## config.mk

```make
export PLATFORM = sky130hd
export DESIGN_NAME = hazard_forward_unit
export DESIGN_NICKNAME = d
export VERILOG_FILES = /design/src/rtl/pipeline_pkg.sv /design/src/rtl/fwd_select.sv /design/src/rtl/hazard_forward_unit.sv
export SDC_FILE = /design/constraint.sdc
export NUM_CORES = 1
export LEC_CHECK = 0
export CORE_UTILIZATION = 51
export DETAILED_ROUTE_END_ITERATION = 10
export GPL_ROUTABILITY_DRIVEN = 0
export PLACE_DENSITY = 0.79
export SLEW_MARGIN = 20
export SYNTH_ARGS = -nofsm -noshare
export SYNTH_HDL_FRONTEND = slang
export SYNTH_SLANG_ARGS = --single-unit
```

## constraint.sdc

```tcl
create_clock -name clk -period 2.4 [get_ports clk]
set_input_delay 0.36 -clock clk [delete_from_list [all_inputs] [get_ports clk]]
set_output_delay 0.36 -clock clk [all_outputs]
set_load 0.05 [all_outputs]
```

## src/rtl/pipeline_pkg.sv

```systemverilog
// Shared forwarding select codes, register-index constants and stage payload type.
package pipeline_pkg;

  localparam int unsigned REG_W = 5;

  localparam logic [1:0] FWD_REGFILE = 2'b00;
  localparam logic [1:0] FWD_EXMEM   = 2'b10;
  localparam logic [1:0] FWD_MEMWB   = 2'b01;

  localparam logic [REG_W-1:0] ZERO_REG = 5'd31;

  typedef struct packed {
    logic             valid;
    logic [REG_W-1:0] rd;
    logic             reg_write;
    logic             mem_read;
  } stage_info_t;

endpackage

```

## src/rtl/fwd_select.sv

```systemverilog
// Priority compare for one ALU operand: EX/MEM result first, then MEM/WB, else regfile.
module fwd_select
  import pipeline_pkg::*;
#(
  parameter int unsigned          IDX_W    = 5,
  parameter logic [IDX_W-1:0]     ZERO_IDX = IDX_W'(31)
) (
  input  logic [IDX_W-1:0] i_src,
  input  logic             i_uses,
  input  logic [IDX_W-1:0] i_mem_rd,
  input  logic             i_mem_reg_write,
  input  logic [IDX_W-1:0] i_wb_rd,
  input  logic             i_wb_reg_write,
  output logic [1:0]       o_sel
);

  logic w_mem_hit;
  logic w_wb_hit;

  assign w_mem_hit = i_uses && i_mem_reg_write && (i_mem_rd == i_src) && (i_mem_rd != ZERO_IDX);
  assign w_wb_hit  = i_uses && i_wb_reg_write  && (i_wb_rd  == i_src) && (i_wb_rd  != ZERO_IDX);

  always_comb begin
    o_sel = FWD_REGFILE;
    if (w_mem_hit) begin
      o_sel = FWD_EXMEM;
    end else if (w_wb_hit) begin
      o_sel = FWD_MEMWB;
    end
  end

endmodule

```

## src/rtl/hazard_forward_unit.sv

```systemverilog
// Tracks EX/MEM/WB destination state, drives operand forward selects,
// detects load-use hazards and counts stall cycles.
module hazard_forward_unit #(
  parameter int unsigned      REG_W    = 5,
  parameter logic [REG_W-1:0] ZERO_REG = REG_W'(pipeline_pkg::ZERO_REG),
  parameter int unsigned      CNT_W    = 32
) (
  input  logic             clk,
  input  logic             reset,
  input  logic             id_valid,
  input  logic [REG_W-1:0] id_rn,
  input  logic [REG_W-1:0] id_rm,
  input  logic             id_uses_rn,
  input  logic             id_uses_rm,
  input  logic             id_alu_src,
  input  logic [REG_W-1:0] id_rd,
  input  logic             id_reg_write,
  input  logic             id_mem_read,
  input  logic             flush,
  output logic [1:0]       forwardA,
  output logic [1:0]       forwardB,
  output logic             stall,
  output logic [CNT_W-1:0] stall_count
);

  pipeline_pkg::stage_info_t r_ex;
  logic [REG_W-1:0]          r_ex_rn;
  logic [REG_W-1:0]          r_ex_rm;
  logic                      r_ex_uses_rn;
  logic                      r_ex_uses_rm;
  logic                      r_ex_alu_src;
  logic [REG_W-1:0]          r_mem_rd;
  logic                      r_mem_reg_write;
  logic [REG_W-1:0]          r_wb_rd;
  logic                      r_wb_reg_write;
  logic [CNT_W-1:0]          r_stall_count;

  logic w_ex_load;
  logic w_src_hit;
  logic w_stall;

  // Load in EX whose result the ID instruction needs next cycle; flush squashes the consumer.
  assign w_ex_load = r_ex.valid && r_ex.mem_read && r_ex.reg_write && (r_ex.rd != ZERO_REG);
  assign w_src_hit = (id_uses_rn && (id_rn == r_ex.rd)) || (id_uses_rm && (id_rm == r_ex.rd));
  assign w_stall   = w_ex_load && w_src_hit && id_valid && !flush;

  assign stall       = w_stall;
  assign stall_count = r_stall_count;

  always_ff @(posedge clk) begin
    if (reset) begin
      r_ex            <= '0;
      r_ex_rn         <= '0;
      r_ex_rm         <= '0;
      r_ex_uses_rn    <= 1'b0;
      r_ex_uses_rm    <= 1'b0;
      r_ex_alu_src    <= 1'b0;
      r_mem_rd        <= '0;
      r_mem_reg_write <= 1'b0;
      r_wb_rd         <= '0;
      r_wb_reg_write  <= 1'b0;
      r_stall_count   <= '0;
    end else begin
      r_mem_rd        <= r_ex.rd;
      r_mem_reg_write <= r_ex.reg_write;
      r_wb_rd         <= r_mem_rd;
      r_wb_reg_write  <= r_mem_reg_write;

      if (w_stall || flush) begin
        r_ex         <= '0;
        r_ex_rn      <= '0;
        r_ex_rm      <= '0;
        r_ex_uses_rn <= 1'b0;
        r_ex_uses_rm <= 1'b0;
        r_ex_alu_src <= 1'b0;
      end else begin
        r_ex.valid     <= id_valid;
        r_ex.rd        <= id_rd;
        r_ex.reg_write <= id_reg_write && id_valid;
        r_ex.mem_read  <= id_mem_read && id_valid;
        r_ex_rn        <= id_rn;
        r_ex_rm        <= id_rm;
        r_ex_uses_rn   <= id_uses_rn && id_valid;
        r_ex_uses_rm   <= id_uses_rm && id_valid;
        r_ex_alu_src   <= id_alu_src;
      end

      if (w_stall && (r_stall_count != '1)) begin
        r_stall_count <= r_stall_count + CNT_W'(1);
      end
    end
  end

  fwd_select #(
    .IDX_W    (REG_W),
    .ZERO_IDX (ZERO_REG)
  ) u_fwd_a (
    .i_src           (r_ex_rn),
    .i_uses          (r_ex_uses_rn),
    .i_mem_rd        (r_mem_rd),
    .i_mem_reg_write (r_mem_reg_write),
    .i_wb_rd         (r_wb_rd),
    .i_wb_reg_write  (r_wb_reg_write),
    .o_sel           (forwardA)
  );

  // Immediate on ALU input 2 must never be overridden by a forward.
  fwd_select #(
    .IDX_W    (REG_W),
    .ZERO_IDX (ZERO_REG)
  ) u_fwd_b (
    .i_src           (r_ex_rm),
    .i_uses          (r_ex_uses_rm && !r_ex_alu_src),
    .i_mem_rd        (r_mem_rd),
    .i_mem_reg_write (r_mem_reg_write),
    .i_wb_rd         (r_wb_rd),
    .i_wb_reg_write  (r_wb_reg_write),
    .o_sel           (forwardB)
  );

endmodule
```

Word level (Yosys, flattened, before mapping)
Cells that the tools add are included.
{"block": "word_totals", "register_bits": 65, "out_inout_bits": 37, "in_bits": 24, "wordCells": 60}
{"block": "op_classes", "eq_ne": 10, "n_mux": 4, "n_reduce_logical": 31, "n_addsub": 1}
{"op": "$add A32 B1 Y32 const B", "count": 1}
{"op": "$ne A32 B32 Y1 const B", "count": 1}
{"op": "$eq A5 B5 Y1", "count": 6}
{"op": "$logic_and A1 B1 Y1", "count": 26}
{"op": "$ne A5 B5 Y1 const B", "count": 3}
{"op": "$mux W2", "count": 2}
{"op": "$logic_not A1 Y1", "count": 2}
{"op": "$logic_or A1 B1 Y1", "count": 2}
{"op": "$mux W1", "count": 2}
{"op": "$reduce_or A2 Y1", "count": 1}

Longest topological paths before layout
{"block": "logic_depth", "word_depth": 8, "mapped_depth": 8, "mapped_depth_nobuf": 7}

Modules after synthesis
Synthesis repeated with hierarchy kept, for this count alone.
{"block": "hier_totals", "cells_unflattened": 338, "hier_area_um2": 3029.2}
{"mod": "hazard_forward_unit", "instances": 1, "cells_per_inst": 298, "area_each_um2": 2713.9}
{"mod": "fwd_select", "instances": 2, "cells_per_inst": 20, "area_each_um2": 157.7}

Worst setup path after synthesis
OpenSTA, ideal clock, no wires.
{"block": "synth_path", "path_type": "reg-to-reg", "from": "register r_stall_count[7], in the netlist stall_count[7]", "to": "register r_stall_count[31], in the netlist stall_count[31]", "period_less_slack_ns": 2.349, "slack_ns": 0.051, "stages_incl_launch_ff": 8, "path_buffers": 1, "setup_ns": 0.121, "t_required_ns": 2.279, "arrival_ns": 2.228, "cell_sequence": "dfxtp_1 > nand4_1 > or2_1 > buf_2 > nor3_2 > nand4bb_1 > nor4_1 > mux2_2"}
{"block": "synth_between", "elab_chain_cells": 2, "elab_cells_between_ends": 3}
{"element": "start: declaration", "line": "hazard_forward_unit.sv:36", "source": "logic [CNT_W-1:0] r_stall_count;"}
{"element": "start signal: assignment", "line": "hazard_forward_unit.sv:89", "source": "r_stall_count <= r_stall_count + CNT_W'(1);"}
{"element": "branches (longest 2 deep; another with $add A32 B1 Y32)"}
Several ways; the timed one is not identified.
A chain may end at the register's enable or synchronous reset.

Worst setup path after layout
{"block": "layout_path", "from": "register r_ex[2] (netlist name)", "to": "output port stall"}
{"block": "layout_between", "elab_chain_cells": 6, "elab_cells_between_ends": 10}
{"element": "start: declaration", "line": "hazard_forward_unit.sv:26", "source": "pipeline_pkg::stage_info_t r_ex;"}
{"element": "$eq A5 B5 Y1", "line": "hazard_forward_unit.sv:44", "source": "assign w_src_hit = (id_uses_rn && (id_rn == r_ex.rd)) || (id_uses_rm && (id_rm == r_ex.rd));"}
{"element": "$logic_and A1 B1 Y1", "line": "hazard_forward_unit.sv:44"}
{"element": "$logic_or A1 B1 Y1", "line": "hazard_forward_unit.sv:44"}
{"element": "$logic_and A1 B1 Y1 * (3 in series)", "line": "hazard_forward_unit.sv:45", "source": "assign w_stall = w_ex_load && w_src_hit && id_valid && !flush;"}
{"element": "end: declaration", "line": "hazard_forward_unit.sv:22", "source": "output logic stall,"}
Every way passes the cells marked *; elsewhere a longest branch is shown, timed or not.

==> flow_summary.json <==
{
  "place_area_sq_mm": 0.00376,
  "antenna_left": 0,
  "cap_violations": 0,
  "critical_path_class": "reg2out",
  "min_path_type": "reg2reg",
  "max_freq_ghz": 0.446,
  "finalInstanceArea_sq_mm": 0.00397,
  "ctsHoldBuffers": 0,
  "min_path_cells": 1,
  "die_y_um": 78.5,
  "intPower_uw": 1680,
  "grt_pass1_wl_mm": 11.5,
  "tightest_slew_ps": 502,
  "n_antenna_cell": 0,
  "finalClockSkew_ps": 7.18,
  "async_flop_share_pct": 0,
  "num-fill-cells": 444,
  "clk_pin_slew_ps": 70,
  "place_hpwl_mm": 5.05,
  "yosys_warnings": 0,
  "worstSetupStartpointType": "flop",
  "finalNetCount": 433,
  "p_per_area_mw_per_mm2": 549,
  "fin_tns_setup_ps": 0,
  "share_comb_of_total_power_pct": 5.7,
  "ys_ff_latch": 65,
  "cts.sinks": 65,
  "syn_inst": 332,
  "ys_types": 39,
  "via_per_inst": 5.53,
  "p_sw_uw": 501,
  "wl_per_cell_um": 14.6,
  "start_util_pct": 53.5,
  "io_pins": 61,
  "place_inst": 469,
  "area_delta_synth_final_pct": 33.2,
  "grt_overflow": 0,
  "rsz0062_at_grt": "false",
  "first_iter_violations": 107,
  "clk_path_buf_depth": 2,
  "post-route-min-period_ps": 2240,
  "critPathCaptureType": "output pin",
  "gr-usage-all-layers_pct": 24.0,
  "critPathMaxFanout": 6,
  "ir_drop_uv": 375,
  "antenna_found_initial": 0,
  "setup_viol": 0,
  "grt_max_degree": 51,
  "drt_wl_total_mm": 7.06,
  "cts_made_buffers": 9,
  "clock_latency_ps": 350,
  "num_rows": 27,
  "postSynthAreaPerCell_sq_um": 8.98,
  "h-tree-depth": 3,
  "sequentialPowerShare_pct": 51.1,
  "cts_setup_buffers": 0,
  "synth_nets": 357,
  "cp.required_ps": 2040,
  "drive_above_1_share_pct": 12.3,
  "dieArea_sq_mm": 0.00616,
  "finalHoldViolations": 0,
  "num_vias": 2682,
  "syn_area_sq_mm": 0.00298,
  "port_buffers": 60,
  "core_region_area_sq_mm": 0.00557,
  "clkPwrFrac_pct": 43.2,
  "drt_pass1_iterations": 4,
  "leakage_uw": 0.00137,
  "drv_slew": 0,
  "final_cell_mix": "65 x dfxtp_1, 55 x clkdlybuf4s50_1, 27 x xnor2_1",
  "fin_crit_sh_pct": 93.5,
  "grt_pass1_vias": 2445,
  "p_sw_share_pct": 23.0,
  "relSlewSlack_pct": 66.4,
  "final-instance-count-excl-fill": 485,
  "status": "finished clean",
  "layout_commonest_cell": "dfxtp_1",
  "cp.arrival_ps": 1880,
  "drcViolationCount": 0,
  "cts_tree": "yes",
  "r2r_cells": 6,
  "chipWidth_um": 78.5,
  "clockRootBuffer": "clkbuf_8",
  "synth_enable_flop_cells": 0,
  "cts_resized": 0,
  "synthFlopType": "dfxtp_1",
  "yosysSeqAreaShare_pct": 43.6
}
[Yosys cell counts, types with 2 or more instances]
cell type,n,area (sq um)
dfxtp_1,65,1300
or4_1,11,82.6
or3_1,13,81.3
buf_2,3,15.0
nor4_1,6,37.5
mux2_2,3,33.8
o31ai_1,9,67.6
a21oi_1,21,105
xor2_1,9,78.8
nor2b_1,18,113
xnor2_1,27,236
and2_1,19,119
o21ai_0,16,80.1
nand3_1,14,70.1
nor3_1,4,20.0
nand2_1,19,71.3
and3_1,9,56.3
nor2_1,15,56.3
inv_1,7,26.3
nand2b_1,2,12.5
buf_4,3,22.5
clkbuf_1,7,26.3
nand4_1,16,100
[per-layer routing]
metal  share of wire [%]  vias to the layer above  track usage, %  routed length, um
li1                    -                     1329               -                  -
met1                  47                     1258            30.3               3280
met2                  47                       79            39.3               3320
met3                 4.2                       16            4.88                299
met4                 2.3                        0            10.7                159
met5                   0                        -               0                  0
[sequential cells by signal (all words and copies together) (netlist names)]
name,cells
r_ex,8
r_ex_alu_src,1
r_ex_rm,5
r_ex_rn,5
r_ex_uses_rm,1
r_ex_uses_rn,1
r_mem_rd,5
r_mem_reg_write,1
r_wb_rd,5
r_wb_reg_write,1
stall_count,32
[worst paths after layout]
check	start	to	slack, ps
worst max register to register	stall_count[9]	stall_count[31]	160
worst min-delay path	r_ex[1]	r_mem_reg_write	470
worst max-delay path	r_ex[2]	stall	160
worst min register to register	r_ex[1]	r_mem_reg_write	470
[power by group through the flow]
stage	logic [uW]	clock network [uW]	registers, uW
global route	136	1000	1120
floorplan	65.2	0	1130
CTS	126	950	1110
detailed placement	125	0	1140
finish	125	941	1110
global placement	122	0	1140
[cells by family after synthesis]
| kind of cell | after synthesis | synth area share (%) |
|---|---|---|
| AOI/OAI and AO/OA | 50 | 10.4 |
| buffers and inverters | 21 | 3.40 |
| and+or+nand+nor | 155 | 30.1 |
| muxes | 4 | 1.47 |
| xor gates and xnor gates | 36 | 10.6 |
| adders and majority gates | 1 | 0.420 |
| DFF | 65 | 43.6 |
[area by class of cell]
cell class / count / area (sq um) / area share (%)
timing repair buffer: 79 / 768 / 19.4
tap: 72 / 90.1 / 2.27
multi-input combinational: 246 / 1580 / 39.8
clock inverter: 6 / 67.6 / 1.70
sequential: 65 / 1300 / 32.8
inverter: 7 / 26.3 / 0.662
clock buffer: 10 / 138 / 3.47
[worst max-delay path: stages, from the launching register on]
cell and delay, ps:
dfxtp_1 500, xnor2_1 170, nand4_1 210, o22ai_4 260, and2_1 240, buf_12 150
[stage by stage]
step / hold slack [ps] / util (%) / worst slack [ps] / power, uW
floorplan: 431 / - / 51.3 / 1200
global placement: 463 / 67.5 / 42.9 / 1260
detailed placement: 461 / 67.5 / -19.8 / 1260
CTS: 473 / 71.2 / 144 / 2190
global route: 500 / 71.2 / 3.55 / 2250
finish: 473 / 71.2 / 156 / 2180
(Power assumes the default switching activity.)
